`src/rtl/uarch_trace_pkg.sv`:
```
// Shared types and helpers for the pipeline trace collector.
// Holds the serializer state encoding, event-count helper and lowest-set-bit search.
package uarch_trace_pkg;

    localparam int MAX_EV = 64;

    typedef enum logic {
        S_IDLE = 1'b0,
        S_EMIT = 1'b1
    } ser_state_t;

    function automatic int num_ev(input int stages, input int lanes);
        return stages * lanes;
    endfunction

    // Scanning downwards leaves the lowest set index in idx.
    function automatic int lowest_set(input logic [MAX_EV-1:0] v);
        int idx;
        idx = 0;
        for (int i = MAX_EV - 1; i >= 0; i--) begin
            if (v[i]) idx = i;
        end
        return idx;
    endfunction

endpackage

```
`src/rtl/uarch_trace_snap_fifo.sv`:
```
// Generic synchronous FIFO; one-cycle write-to-read, push and pop may coincide when full.
// The caller gates push against full itself, so no write is ever refused here.
module uarch_trace_snap_fifo #(
    parameter int DEPTH = 8,
    parameter int W     = 8
) (
    input  logic         i_clk,
    input  logic         i_rst,
    input  logic         i_push,
    input  logic [W-1:0] i_push_dat,
    input  logic         i_pop,
    output logic [W-1:0] o_pop_dat,
    output logic         o_full,
    output logic         o_empty
);
    localparam int AW = $clog2(DEPTH);

    logic [W-1:0]  r_mem [DEPTH];
    logic [AW-1:0] r_wptr;
    logic [AW-1:0] r_rptr;
    logic [AW:0]   r_count;

    always_ff @(posedge i_clk) begin
        if (i_rst) begin
            r_wptr  <= '0;
            r_rptr  <= '0;
            r_count <= '0;
        end else begin
            if (i_push) r_wptr <= r_wptr + 1'b1;
            if (i_pop)  r_rptr <= r_rptr + 1'b1;
            case ({i_push, i_pop})
                2'b10:   r_count <= r_count + 1'b1;
                2'b01:   r_count <= r_count - 1'b1;
                default: r_count <= r_count;
            endcase
        end
    end

    always_ff @(posedge i_clk) begin
        if (i_push) r_mem[r_wptr] <= i_push_dat;
    end

    assign o_pop_dat = r_mem[r_rptr];
    assign o_full    = (r_count == (AW+1)'(DEPTH));
    assign o_empty   = (r_count == '0);

endmodule

```
`src/rtl/uarch_trace_collector.sv`:
```
// Captures active stage/lane cycles into a snapshot FIFO and serialises one record per event.
// First record two cycles after capture; outputs hold under !out_ready, full FIFO drops are counted.
module uarch_trace_collector
    import uarch_trace_pkg::*;
#(
    parameter int NUM_STAGES = 8,
    parameter int NUM_LANES  = 2,
    parameter int PC_W       = 32,
    parameter int TS_W       = 32,
    parameter int FIFO_DEPTH = 8,
    parameter int DROP_W     = 16,
    localparam int NUM_EV    = num_ev(NUM_STAGES, NUM_LANES),
    localparam int STG_W     = $clog2(NUM_STAGES),
    localparam int LANE_W    = (NUM_LANES > 1) ? $clog2(NUM_LANES) : 1
) (
    input  logic                   clk,
    input  logic                   rst,
    input  logic                   trace_en,
    input  logic [NUM_EV-1:0]      ev_valid,
    input  logic [NUM_EV*PC_W-1:0] ev_pc,
    output logic                   out_valid,
    input  logic                   out_ready,
    output logic [STG_W-1:0]       out_stage,
    output logic [LANE_W-1:0]      out_lane,
    output logic [PC_W-1:0]        out_pc,
    output logic [TS_W-1:0]        out_ts,
    output logic                   out_last,
    output logic                   out_gap,
    output logic [DROP_W-1:0]      drop_cnt,
    output logic                   overflow
);
    typedef struct packed {
        logic [NUM_EV-1:0]      mask;
        logic [NUM_EV*PC_W-1:0] pcs;
        logic [TS_W-1:0]        ts;
        logic                   gap;
    } snap_t;

    snap_t                  w_push_snap;
    snap_t                  w_head;
    logic                   w_full, w_empty;
    logic                   w_active, w_pop, w_push, w_drop, w_accept, w_last;
    int                     w_e;
    ser_state_t             r_state, w_state_nxt;
    logic [TS_W-1:0]        r_ts;
    logic                   r_pend_gap;
    logic                   r_ovf;
    logic [DROP_W-1:0]      r_drop;
    logic [NUM_EV-1:0]      r_mask;
    logic [NUM_EV*PC_W-1:0] r_pcs;
    logic [TS_W-1:0]        r_wts;
    logic                   r_gap;
    logic                   r_first;

    assign w_active    = trace_en && (|ev_valid);
    assign w_pop       = (r_state == S_IDLE) && !w_empty;
    // A pop in the same cycle frees a slot, so a full FIFO still takes the push.
    assign w_push      = w_active && (!w_full || w_pop);
    assign w_drop      = w_active && w_full && !w_pop;
    assign w_accept    = (r_state == S_EMIT) && out_ready;
    assign w_last      = ((r_mask & (r_mask - 1'b1)) == '0);
    assign w_e         = lowest_set(MAX_EV'(r_mask));
    assign w_push_snap = '{mask: ev_valid, pcs: ev_pc, ts: r_ts, gap: r_pend_gap};

    uarch_trace_snap_fifo #(
        .DEPTH (FIFO_DEPTH),
        .W     ($bits(snap_t))
    ) u_fifo (
        .i_clk      (clk),
        .i_rst      (rst),
        .i_push     (w_push),
        .i_push_dat (w_push_snap),
        .i_pop      (w_pop),
        .o_pop_dat  (w_head),
        .o_full     (w_full),
        .o_empty    (w_empty)
    );

    always_ff @(posedge clk) begin
        if (rst) begin
            r_ts       <= '0;
            r_pend_gap <= 1'b0;
            r_ovf      <= 1'b0;
            r_drop     <= '0;
        end else begin
            r_ts <= r_ts + 1'b1;
            if (w_push)      r_pend_gap <= 1'b0;
            else if (w_drop) r_pend_gap <= 1'b1;
            if (w_drop) begin
                r_ovf <= 1'b1;
                if (r_drop != '1) r_drop <= r_drop + 1'b1;
            end
        end
    end

    always_ff @(posedge clk) begin
        if (rst) r_state <= S_IDLE;
        else     r_state <= w_state_nxt;
    end

    always_comb begin
        w_state_nxt = r_state;
        case (r_state)
            S_IDLE:  if (!w_empty) w_state_nxt = S_EMIT;
            S_EMIT:  if (out_ready && w_last) w_state_nxt = S_IDLE;
            default: w_state_nxt = S_IDLE;
        endcase
    end

    // Working copy of the snapshot; each accepted record retires the lowest mask bit.
    always_ff @(posedge clk) begin
        if (rst) begin
            r_mask  <= '0;
            r_pcs   <= '0;
            r_wts   <= '0;
            r_gap   <= 1'b0;
            r_first <= 1'b0;
        end else if (w_pop) begin
            r_mask  <= w_head.mask;
            r_pcs   <= w_head.pcs;
            r_wts   <= w_head.ts;
            r_gap   <= w_head.gap;
            r_first <= 1'b1;
        end else if (w_accept) begin
            r_mask  <= r_mask & (r_mask - 1'b1);
            r_first <= 1'b0;
        end
    end

    always_comb begin
        out_valid = 1'b0;
        out_stage = '0;
        out_lane  = '0;
        out_pc    = '0;
        out_ts    = '0;
        out_last  = 1'b0;
        out_gap   = 1'b0;
        if (!rst && (r_state == S_EMIT)) begin
            out_valid = 1'b1;
            out_stage = STG_W'(w_e / NUM_LANES);
            out_lane  = LANE_W'(w_e % NUM_LANES);
            out_pc    = r_pcs[w_e*PC_W +: PC_W];
            out_ts    = r_wts;
            out_last  = w_last;
            out_gap   = r_gap && r_first;
        end
    end

    assign drop_cnt = rst ? '0 : r_drop;
    assign overflow = !rst && r_ovf;

endmodule

```
`config.mk`:
```
export PLATFORM = sky130hd
export DESIGN_NAME = uarch_trace_collector
export DESIGN_NICKNAME = d
export VERILOG_FILES = /design/src/rtl/uarch_trace_pkg.sv /design/src/rtl/uarch_trace_snap_fifo.sv /design/src/rtl/uarch_trace_collector.sv
export SDC_FILE = /design/constraint.sdc
export NUM_CORES = 2
export LEC_CHECK = 0
export BUFFER_PORTS_ARGS = -buffer_cell sky130_fd_sc_hd__buf_2
export CORE_UTILIZATION = 30
export CTS_CLUSTER_DIAMETER = 80
export DETAILED_ROUTE_END_ITERATION = 8
export PLACE_DENSITY = 0.54
export SLEW_MARGIN = 20
export SYNTH_ARGS = -nofsm -noshare
export SYNTH_HDL_FRONTEND = slang
export SYNTH_HIERARCHICAL = 1
export SYNTH_MEMORY_MAX_BITS = 65536
export SYNTH_SLANG_ARGS = --single-unit
```
`constraint.sdc`:
```
create_clock -name clk -period 43.9 [get_ports clk]
set_input_delay 2.195 -clock clk [delete_from_list [all_inputs] [get_ports clk]]
set_output_delay 2.195 -clock clk [all_outputs]
set_load 0.1 [all_outputs]
```
==> metrics.log <==
INFO  metric run_status = complete, no violations
INFO  metric critical_path.max_stage_delay = 0.80 ns
INFO  metric die-area = 0.653 mm²
INFO  metric power.ir.vdd_worst = 0.0814 mV
INFO  metric yosys_warnings = 6
INFO  metric htree_num_levels = 6
INFO  metric max_cap_viols = 0
INFO  metric p_total = roughly 15 mW
INFO  metric crit_path_max_fanout = 76
INFO  metric drive_above_1_share = between 30 and 40%
INFO  metric cp_top_family = compound AO/OA/AOI/OAI gates
INFO  metric cell_with_the_most_instances_after_synthesis = sky130_fd_sc_hd__edfxtp_1
INFO  metric muxShareOfSynthArea = about 17%
INFO  metric syn-instance-count = between 9k and 10k
INFO  metric ys_ff_latch = 5114
INFO  metric critPathMostFrequentCell = sky130_fd_sc_hd__buf_4
INFO  metric synth-compound-area-share = 2.57%
INFO  metric cts_tree = done
INFO  metric cts_num_sinks = 5114
INFO  metric core.rowCount = 295
INFO  metric synth_flop_cell = sky130_fd_sc_hd__edfxtp_1
INFO  metric synth_async_reset_ratio = 0%
INFO  metric io_buffers = slightly above 600
INFO  metric multi_input_area = 0.0448 mm²
INFO  metric cts_hold_buf = 0
INFO  metric clock_tree.buffer_depth = 4
INFO  metric slew_headroom = 10.6%
INFO  metric grt_pass1_vias = 96.8k
INFO  metric stdcell_area = 0.226 mm²
INFO  metric post_synth_main_area_contributors = sky130_fd_sc_hd__edfxtp_1 69%, sky130_fd_sc_hd__mux4_2 14%, sky130_fd_sc_hd__dfxtp_1 6.4%
INFO  metric post_synthesis_instance_area = ~0.2 mm²
INFO  metric cts_repair_resize_count = 0
INFO  metric setup-violations-final = 0
INFO  metric static-leakage-power = 70.4 nW
INFO  metric place_congestion = 0.803
INFO  metric hpwl = 354000 µm
INFO  metric rsz0062_at_grt = no
INFO  metric wl_per_cell = 27.8 µm
INFO  metric grt_start_max_net_pins = about 170
INFO  metric worst_hold_path_type = reg -> reg
INFO  metric synth_edf_count = roughly 4.5k
INFO  metric synth.avg_cell_area = 19.6 µm²
INFO  metric nets = ~11k
INFO  metric filler_cells = ~60k
INFO  metric holdPathStages = 2
INFO  metric drt_iter0_markers = 8662
INFO  metric regToRegSetupSlack = 36.72 ns
INFO  metric ioPinCount = 620
INFO  metric minimum_clock_period = between 8 and 9 ns
INFO  metric max_slew.worst_pin.slew = about 1.3 ns
INFO  metric antenna_found_initial = 330
INFO  metric start_util = 30.2%
INFO  metric post_synth_xor_area_fraction = 0.220%
INFO  metric ctsRootBufferMaster = sky130_fd_sc_hd__clkbuf_16
INFO  metric worstReg2RegEnd = u_fifo/r_mem[2][133]$_DFFE_PP_
INFO  metric netlist_top_cells_count = 4488 x sky130_fd_sc_hd__edfxtp_1, 1261 x sky130_fd_sc_hd__nand2_1, 1175 x sky130_fd_sc_hd__mux4_2
INFO  metric clock_latency_at_the_later_pin_of_the_worst_skew_pair = 1.09 ns
INFO  metric power_density = between 60 and 70 mW/mm²
INFO  metric cp_cell_sequence = inv_1, a221oi_1, o41ai_4, buf_4, nand2_8, buf_4, mux4_2, a32oi_1, o31ai_1, buf_4, buf_2
INFO  metric synthDominantCellAreaShare = 69.2%
INFO  metric synth_seq_area_share = 75.6%
INFO  metric grt_util_all_layers = 16.4%
INFO  metric timing.clock.skew = 0.0936 ns
INFO  metric viasPerCell = 4.92
INFO  metric crit_path_start_kind = flop
INFO  metric combinational_family_with_the_most_area_after_synthesis = multiplexers
INFO  metric worst_hold_path.endpoint = r_pcs[446]$_SDFFE_PP0P_
INFO  metric chipWidth = 808 µm
INFO  metric critical_path_class = reg -> out
INFO  metric synthToLayoutAreaGrowth = 15.9%
INFO  metric final_hold_viol_count = 0
INFO  metric cts.reportedPaths.clkPinSlew = 0.06 ns
INFO  metric cp_num_buf_inv = 5
INFO  metric critical_path_arrival = 6.42 ns
INFO  metric final_min_period_over_clock_period = 19.6%
INFO  metric detail_route.drc_violations = 0
INFO  metric final-seq-area = 0.147 mm²
INFO  metric synth-adder-area-share = 0.0552%
INFO  metric via_count = about 98k
INFO  metric grt.overflow.total = 0
INFO  metric dieHeight = roughly 810 µm
INFO  metric dpl_cell_area = a little over 0.2 mm²
INFO  metric core-area = 0.646 mm²
INFO  metric startpoint = r_mask[11]$_SDFFE_PP0P_
INFO  metric wire_length_of_the_first_global_routing_pass = a little under 800000 µm
INFO  metric netlist-cell-type-count = 67
INFO  metric placed_cells = around 19k
INFO  metric timing.fmax = approximately 120 MHz
INFO  metric worst_setup_path_end_kind = primary output
INFO  metric post-cts-setup-buffers = 0
INFO  metric totalWireLength = between 500000 and 600000 µm
INFO  metric tns = 0 ns
INFO  metric r2r-start = u_fifo/r_count[0]$_SDFFE_PP0P_
INFO  metric cts_made_buffers = 560
INFO  metric synth.net_count = around 10k
INFO  metric yosys.area.top_type = sky130_fd_sc_hd__edfxtp_1
INFO  metric crit_path_top_delay_cell = sky130_fd_sc_hd__a32oi_1
INFO  metric beginning_of_the_worst_hold_path = r_pcs[446]$_SDFFE_PP0P_
INFO  metric slew_violations = 0
INFO  metric final_cell_count_no_fill = 19.8k
INFO  metric rr_worst_depth = 10
INFO  metric synthSimpleGateAreaFrac = under 10%
INFO  metric worstPathRequired = around 42 ns
INFO  metric final_antenna_net_count = 0
INFO  metric detail_route.first_pass.iterations = 6
[worst max path at each step]
stage,slack (ns),cells after the start,endpoint
5_1_grt,35.01,11,out_pc[21]
6_report,35.28,11,out_pc[21]
4_1_cts,34.96,11,out_pc[21]
2_1_floorplan,1.11,5,u_fifo/r_mem[0][0]$_DFFE_PP_
3_3_place_gp,34.91,11,u_fifo/r_mem[2][101]$_DFFE_PP_
3_5_place_dp,34.92,11,u_fifo/r_mem[2][126]$_DFFE_PP_
[routing by layer]
metal / up-vias / GRT usage, % / wire length (µm)
met5: - / 0 / 710
met2: 2967 / 26.7 / 263000
met3: 1060 / 3.24 / 33800
met1: 52100 / 22.4 / 237000
met4: 108 / 4.49 / 17400
li1: 41500 / - / -
[stage by stage]
step	util, %	worst slack, ns	hold WS (ns)
floorplan	-	1.11	0.432
global placement	32.1	34.91	0.442
detailed placement	32.1	34.92	0.445
CTS	34.9	34.96	0.454
global route	34.9	35.01	0.462
finish	34.9	35.28	0.452
[final cells by class]
cell class / count / area share, %
diodes: 58 / 0.0643
clock buffers: 724 / 6.64
clock inverters: 288 / 1.30
inverters: 17 / 0.0316
multi-input cells: 4230 / 19.8
flip-flops and latches: 5114 / 65.2
well taps: 8613 / 4.77
repair buffers: 798 / 2.12
[flip-flops by register name, summed over array words and instances (netlist names), named ones only]
register	cells
u_fifo/r_rptr	3
r_state	1
r_pcs	512
u_fifo/r_wptr	3
r_mask	16
u_fifo/r_count	4
u_fifo/r_mem	4488
r_pend_gap	1
r_gap	1
r_wts	32
r_first	1
r_ovf	1
r_drop	16
r_ts	32
[cell families after synthesis]
kind of cell / Yosys count
mux: 1745
simple gates: 1541
buf+inv: 606
compound gates: 886
xor+xnor: 49
fa+ha+maj: 9
flops: 5114
[worst register-to-register path: stages (launching register included)]
cell	delay, ns
sky130_fd_sc_hd__dfxtp_1	0.46
sky130_fd_sc_hd__nor4_1	0.11
sky130_fd_sc_hd__or2_4	0.44
sky130_fd_sc_hd__a21oi_1	0.50
sky130_fd_sc_hd__nand2b_1	0.33
sky130_fd_sc_hd__nor2_4	0.83
sky130_fd_sc_hd__buf_4	0.92
sky130_fd_sc_hd__buf_4	0.80
sky130_fd_sc_hd__buf_4	0.76
sky130_fd_sc_hd__buf_4	0.84
sky130_fd_sc_hd__buf_4	0.78
[layout by cell type (no fill, tap or decap), drive strengths merged, types with 30 or more instances in the layout]
| master | instances |
|---|---|
| clkbuf | 724 |
| o31ai | 30 |
| nand3 | 66 |
| nor2 | 91 |
| diode | 58 |
| dfxtp | 626 |
| nand2 | 1262 |
| clkinv | 221 |
| edfxtp | 4488 |
| buf | 798 |
| inv | 43 |
| o21ai | 32 |
| bufinv | 30 |
| mux2 | 563 |
| a21oi | 696 |
| and2 | 35 |
| mux4 | 1175 |
| a22o | 62 |
[where the power goes]
| part | switching, mW | internal, mW | leakage (nW) | total (mW) |
|---|---|---|---|---|
| clock network | 1.96 | 2.61 | 8.70 | 4.58 |
| logic | 2.98 | 1.68 | 15.7 | 4.67 |
| registers | 0.247 | 5.73 | 46.0 | 5.98 |
Note: power is estimated with default switching activity, not from simulation.
